==> config.mk <==
export PLATFORM = sky130hd
export DESIGN_NAME = uart_packet_rx
export DESIGN_NICKNAME = d
export VERILOG_FILES = /design/src/rtl/uart_packet_rx.sv
export SDC_FILE = /design/constraint.sdc
export NUM_CORES = 1
export LEC_CHECK = 0
export BUFFER_PORTS_ARGS = -buffer_cell sky130_fd_sc_hd__buf_2
export CAP_MARGIN = 10
export CORE_ASPECT_RATIO = 1.1
export CORE_MARGIN = 2
export CORE_UTILIZATION = 40
export DETAILED_ROUTE_END_ITERATION = 12
export PLACE_DENSITY = 0.68
export SETUP_SLACK_MARGIN = 0.02
export SLEW_MARGIN = 20
export SYNTH_ARGS = -nofsm -noshare
export SYNTH_HDL_FRONTEND = slang
export SYNTH_SLANG_ARGS = --single-unit
==> constraint.sdc <==
create_clock -name clk -period 2.5 [get_ports clk]
set_clock_uncertainty 0.2 [all_clocks]
set_input_delay 0.125 -clock clk [delete_from_list [all_inputs] [get_ports clk]]
set_output_delay 0.125 -clock clk [all_outputs]
set_load 0.1 [all_outputs]
==> src/rtl/uart_packet_rx.sv <==
// uart_packet_rx: 8N1 UART receiver for the instruction-load path.
// Each received byte is presented on uart_packet and handed over with a
// four-phase packet_ready/packet_ack handshake. Framing and overrun errors
// are reported on sticky flags that clear only on reset.
module uart_packet_rx #(
    parameter int CLKS_PER_BIT = 868
) (
    input  logic       clk,
    input  logic       rst,
    input  logic       rx,
    input  logic       packet_ack,
    output logic       packet_ready,
    output logic [7:0] uart_packet,
    output logic       frame_err,
    output logic       overrun_err
);

    localparam int CNT_W = $clog2(CLKS_PER_BIT);

    // Terminal counts: half a bit to reach mid-start-bit, then whole bits.
    localparam logic [CNT_W-1:0] HALF_LAST = CNT_W'(CLKS_PER_BIT / 2 - 1);
    localparam logic [CNT_W-1:0] BIT_LAST  = CNT_W'(CLKS_PER_BIT - 1);

    // Receive FSM encoding
    localparam logic [2:0] RX_IDLE  = 3'd0;
    localparam logic [2:0] RX_START = 3'd1;
    localparam logic [2:0] RX_DATA  = 3'd2;
    localparam logic [2:0] RX_STOP  = 3'd3;
    localparam logic [2:0] RX_BREAK = 3'd4;

    // Output handshake FSM encoding
    localparam logic [1:0] OUT_EMPTY = 2'd0;
    localparam logic [1:0] OUT_VALID = 2'd1;
    localparam logic [1:0] OUT_DRAIN = 2'd2;

    logic             rx_meta_q;
    logic             rx_s_q;
    logic [2:0]       rx_state_q,  rx_state_d;
    logic [CNT_W-1:0] clk_cnt_q,   clk_cnt_d;
    logic [2:0]       bit_cnt_q,   bit_cnt_d;
    logic [7:0]       shift_q,     shift_d;
    logic [1:0]       out_state_q, out_state_d;
    logic [7:0]       packet_q,    packet_d;
    logic             frame_err_q, frame_err_d;
    logic             overrun_q,   overrun_d;
    logic             byte_done;

    // Two-flop synchroniser; resets to the idle-high line level.
    always_ff @(posedge clk or negedge rst) begin
        if (!rst) begin
            rx_meta_q <= 1'b1;
            rx_s_q    <= 1'b1;
        end else begin
            rx_meta_q <= rx;
            rx_s_q    <= rx_meta_q;
        end
    end

    // Receive FSM: mid-bit sampling of start, eight data bits and stop.
    always_comb begin
        rx_state_d  = rx_state_q;
        clk_cnt_d   = clk_cnt_q;
        bit_cnt_d   = bit_cnt_q;
        shift_d     = shift_q;
        frame_err_d = frame_err_q;
        byte_done   = 1'b0;
        case (rx_state_q)
            RX_IDLE: begin
                if (!rx_s_q) begin
                    rx_state_d = RX_START;
                    clk_cnt_d  = '0;
                    bit_cnt_d  = '0;
                end
            end
            RX_START: begin
                if (clk_cnt_q == HALF_LAST) begin
                    clk_cnt_d  = '0;
                    rx_state_d = rx_s_q ? RX_IDLE : RX_DATA;
                end else begin
                    clk_cnt_d = clk_cnt_q + 1'b1;
                end
            end
            RX_DATA: begin
                if (clk_cnt_q == BIT_LAST) begin
                    clk_cnt_d = '0;
                    shift_d   = {rx_s_q, shift_q[7:1]};
                    if (bit_cnt_q == 3'd7) begin
                        rx_state_d = RX_STOP;
                    end else begin
                        bit_cnt_d = bit_cnt_q + 1'b1;
                    end
                end else begin
                    clk_cnt_d = clk_cnt_q + 1'b1;
                end
            end
            RX_STOP: begin
                if (clk_cnt_q == BIT_LAST) begin
                    clk_cnt_d = '0;
                    if (rx_s_q) begin
                        byte_done  = 1'b1;
                        rx_state_d = RX_IDLE;
                    end else begin
                        frame_err_d = 1'b1;
                        rx_state_d  = RX_BREAK;
                    end
                end else begin
                    clk_cnt_d = clk_cnt_q + 1'b1;
                end
            end
            RX_BREAK: begin
                if (rx_s_q) begin
                    rx_state_d = RX_IDLE;
                end
            end
            default: begin
                rx_state_d = RX_IDLE;
            end
        endcase
    end

    // Output FSM: latch a completed byte only when the output side is empty.
    always_comb begin
        out_state_d = out_state_q;
        packet_d    = packet_q;
        overrun_d   = overrun_q;
        case (out_state_q)
            OUT_EMPTY: begin
                if (byte_done) begin
                    packet_d    = shift_q;
                    out_state_d = OUT_VALID;
                end
            end
            OUT_VALID: begin
                if (byte_done) begin
                    overrun_d = 1'b1;
                end
                if (packet_ack) begin
                    out_state_d = OUT_DRAIN;
                end
            end
            OUT_DRAIN: begin
                if (byte_done) begin
                    overrun_d = 1'b1;
                end
                if (!packet_ack) begin
                    out_state_d = OUT_EMPTY;
                end
            end
            default: begin
                out_state_d = OUT_EMPTY;
            end
        endcase
    end

    // State, counter and output registers.
    always_ff @(posedge clk or negedge rst) begin
        if (!rst) begin
            rx_state_q  <= RX_IDLE;
            clk_cnt_q   <= '0;
            bit_cnt_q   <= '0;
            shift_q     <= '0;
            out_state_q <= OUT_EMPTY;
            packet_q    <= '0;
            frame_err_q <= 1'b0;
            overrun_q   <= 1'b0;
        end else begin
            rx_state_q  <= rx_state_d;
            clk_cnt_q   <= clk_cnt_d;
            bit_cnt_q   <= bit_cnt_d;
            shift_q     <= shift_d;
            out_state_q <= out_state_d;
            packet_q    <= packet_d;
            frame_err_q <= frame_err_d;
            overrun_q   <= overrun_d;
        end
    end

    assign packet_ready = (out_state_q == OUT_VALID);
    assign uart_packet  = packet_q;
    assign frame_err    = frame_err_q;
    assign overrun_err  = overrun_q;

endmodule
# After elaboration in Yosys (flattened, before gate mapping)
# Cells that the tools add are included.
# op_classes
n_addsub	2
mul	0
n_div	0
order_cmp	0
eq_ne	19
n_shift	0
n_mux	24
n_bitwise	1
reduce_logical	14
# op_table
operator	count
$mux 10	3
$mux 3	10
$pmux 10 s3	1
$ne 2x2->1 const B	10
$pmux 3 s5	1
$add 10x1->10 const B	1
$eq 10x10->1 const B	1
$eq 10x9->1 const B	1
$mux 2	4
$reduce_and 2->1	4
$eq 3x2->1 const B	2
$eq 3x3->1 const B	2
$pmux 2 s3	1
$pmux 3 s2	1
$reduce_and 3->1	2
$reduce_and 6->1	1
$reduce_and 4->1	1
$reduce_or 2->1	2
$add 3x1->3 const B	1
$eq 3x1->1 const B	1
$logic_not 3->1	1
$mux 1	3
$reduce_bool 3->1	1
$eq 2x1->1 const B	1
4 further kinds	4
# word_totals
ff_bits	38
latch_bits	0
ram_bits	0
romBits	0
input_bits	4
output_inout_bits	11
word_cells	70
mem_count	0

# Logic depth before layout (Yosys ltp)
# logic_depth
depth_word	5
ltp_mapped	6
mapped_depth_nobuf	6

# Least setup slack after synthesis
# Ideal clock, no wire load.
# synth_path
kind	reg-to-reg
startpoint	register out_state_q[1]
endpoint	register out_state_q[0]
setup_time_ns	0.119
arrival_ns	1.801
required_ns	2.181
slack_ns	0.381
path_stages_with_launch	6
n_path_buf	0
period_less_slack_ns	2.119
cell_sequence	dfrtp_1 inv_1 ha_1 mux2_2 o21ai_0 o21a_1
# synth_via
elab_chain_len	3
word_cells_on_any_way	8
# synth_rtl
item	line	text
start, declared	42	logic [1:0] out_state_q, out_state_d;
start signal, assigned	171	out_state_q <= out_state_d;
$eq 2x1->1 *	-	
via packet_ready	12	output logic packet_ready,
$ne 2x2->1 (no line)	-	
$reduce_and 3->1 (no line)	-	
# Mark *: on every way through the listed nets, which the timed path passes. The rest lies on a longest branch.
# A chain may end at the register's enable or synchronous reset.

# Worst setup path in the final report
# layout_path
startpoint	register clk_cnt_q[2]
endpoint	register packet_q[6] (netlist: uart_packet[6])
# layout_via
elab_chain_len	4
# layout_rtl
item	line	text
start, declared	39	logic [CNT_W-1:0] clk_cnt_q, clk_cnt_d;
start signal, assigned	168	clk_cnt_q <= clk_cnt_d;
$eq 10x10->1	97	if (clk_cnt_q == BIT_LAST) begin
$mux 1	97	
$mux 1	67	case (rx_state_q)
$reduce_and 2->1 (no line)	-	
end signal, assigned	172	packet_q <= packet_d;
end, declared	43	logic [7:0] packet_q, packet_d;
# No other way between the ends.

==> impl_results.md <==
* R2R cell count at 4
* Crit path time final at about 2100 ps
* Worst Hold Endpoint: out_state_q[1]
* Peak VDD IR at around 0.32 mV
* Placed cells at between 200 and 250
* Hold slack at 29.1 ps
* Worst-Skew Late Latency at 290 ps
* CTS tree: done
* Layout Cells excl Fill at approximately 240
* Clk sink count at 38
* Final Cycle Share at about 85%
* Cell area after synthesis at about 1900 µm²
* IO Pins at 15
* Filler cell count at ~440
* Outcome: finished clean
* CTS buffer count at 5
* Register area share after synthesis at between 40% and 50%
* PortBufs at 14
* Post-synth EDFFs at 0
* Worst R2R Start: clk_cnt_q[2]
* Routed WL per cell at 15.0 µm
* Final Hold Vio Count at 0
* RSZ-0062 raised after global routing: false
* CP required at roughly 2500 ps
* 1st-iter DRT viols at 67
* CP max FO at 9
* Setup TNS at 0 ps
* Vias at 1370
* Initial antenna violation count at 0
* Max_slew headroom at between 40% and 50%
* Min-delay worst type: in -> reg
* Area of the die at 5390 µm²
* Pleak at 1.05 nW
* Fmax at 0.473 GHz
* DRC viols at 0
* Maxcap violations at 0
* Total power draw at 0.00128 W
* TritonRoute pass-1 iters at 4
* Drt via density at 5.66
* Synth cell types at 47
* Vias in the first global route at 1383
* Die H at 76.8 µm
* Largest net degree at the start of global routing at 39
* Cell Area, Placed at roughly 2000 µm²
* Diodes inserted at 0
* Post-CTS setup repair buffer count at 0
* Layout Area Growth over Synthesis at 13.4%
* Average size of a mapped cell at approximately 11 µm²
* First-pass GRT wire length at roughly 6600 µm
* Post-DP HPWL at around 2500 µm
* Final nets at about 200
* Post-Syn Instances at 170
* GRT Util Overall at between 10% and 20%
* Critical Path End Type: register
* Layout cell share with drive strength beyond 1 at 26.3%
* Starting Density at about 41%
* Most common cell after layout, fill and taps aside: dfrtp_1
* Pwr dens at ~590 nW/µm²
* Detail Route Antenna Nets at 0
* Row cnt at 26
* Reg2Reg Setup Slack at 390 ps
* FFs w/ async S/R, synth at 100%
* Ys flop type: dfrtp_1
* Die width at between 70 and 80 µm
* Synthesis Warnings at 0
* Critical Path Source Type: register
* Hold Crit Depth at 5
* Fin area at 2190 µm²
* Min-delay src: packet_ack
* Fin. max-slew vios at 0
* Synth Register Bits at 38
* CORE AREA at about 4700 µm²
* H-tree depth at 2
* WS Path Type: reg -> reg
* Max clock buf depth at 2
* WP data arrival at between 2000 and 2500 ps
* Gpl congestion at between 0.8 and 0.9
* Congestion Overflow GR at 0
* Most frequent cells in the layout: 36 x dfrtp_1, 16 x nand2_1, 16 x mux2_2
* Final WL at about 3600 µm
* Syn nets at between 150 and 200
* CTS clk-pin slew, worst paths at 80 ps
* FF-to-FF End: uart_packet[6]
* Slew @ Worst Pin at about 840 ps
* Final-report setup violation count at 0
* Root Driver: clkbuf_8
kinds of logic after synthesis:
logic type	share of synthesized area, %
simple gates	18.1
flops	49.5
fa+ha+maj	4.55
buf+inv	3.77
compound gates	13.1
mux	11.0
cell usage after synthesis (2+ instances only):
master	n	share of area (%)
nand2_1	16	3.1
a21o_1	3	1.2
and3_1	4	1.3
o21a_1	3	1.2
nand3_1	8	2.1
o31ai_1	3	1.2
clkbuf_1	4	0.78
and4bb_2	2	1.3
a32oi_1	2	0.91
buf_2	4	1.0
nor2_1	3	0.58
o21ai_0	7	1.8
a211oi_1	2	0.78
inv_1	7	1.4
nand4_1	10	3.2
dfstp_2	2	2.7
ha_1	7	4.5
a21oi_1	4	1.0
dfrtp_1	36	47
mux2_2	16	9.4
through the flow:
stage	utilization, %	worst slack, ps
final	47.0	386
after global routing	47.0	256
after CTS	47.0	380
after detailed placement	43.6	390
after global placement	43.6	463
after floorplan	-	381
worst max path at each step:
stage	endpoint	from	depth (start not counted)
final	uart_packet[6]	clk_cnt_q[2]	4
after detailed placement	uart_packet[6]	clk_cnt_q[2]	4
after floorplan	out_state_q[0]	out_state_q[1]	5
after global placement	uart_packet[5]	clk_cnt_q[2]	4
after CTS	uart_packet[6]	clk_cnt_q[2]	4
after global routing	clk_cnt_q[4]	clk_cnt_q[0]	5
report_power, final:
part / switching [W] / leakage, nW / internal, W
clock: 0.000230 / 0.0683 / 0.000400
combinational: 0.0000182 / 0.471 / 0.00000813
sequential: 0.00000428 / 0.509 / 0.000618
state kept, by name, indices dropped and copies added (netlist names):
| signal | count |
|---|---|
| bit_cnt_q | 3 |
| clk_cnt_q | 10 |
| frame_err | 1 |
| out_state_q | 2 |
| overrun_err | 1 |
| rx_meta_q | 1 |
| rx_s_q | 1 |
| rx_state_q | 3 |
| shift_q | 8 |
| uart_packet | 8 |
worst max-delay path, cell delays in order, from the launching register on:
cell and delay (ps):
dfrtp_1 430, and4bb_1 510, and3_1 300, nand3_2 220, mux2_2 340
layout make-up:
class                      count  area, µm²  area share, %
clock inverter                 3       68.8           3.15
tap                           56       70.1           3.21
clock buffer                   5       68.8           3.15
timing repair buffer          17       97.6           4.46
multi-input combinational    116        901           41.2
inverter                       7       26.3           1.20
sequential                    38        953           43.6
per-layer routing:
layer | vias up | part of all wire [%] | GRT usage, %
li1 | 666 | - | -
met1 | 675 | 46 | 19.3
met2 | 24 | 49 | 24.8
met3 | 5 | 3.5 | 4.20
met4 | 0 | 1.9 | 5.77
met5 | - | 0 | 0
what timing repair did:
action,in CTS,in global routing
resized for setup,0,0
hold buffers,2,0
hold endpoints to repair,37,0
endpoints found under the setup margin,0,0
Note: power is estimated with default switching activity, not from simulation.
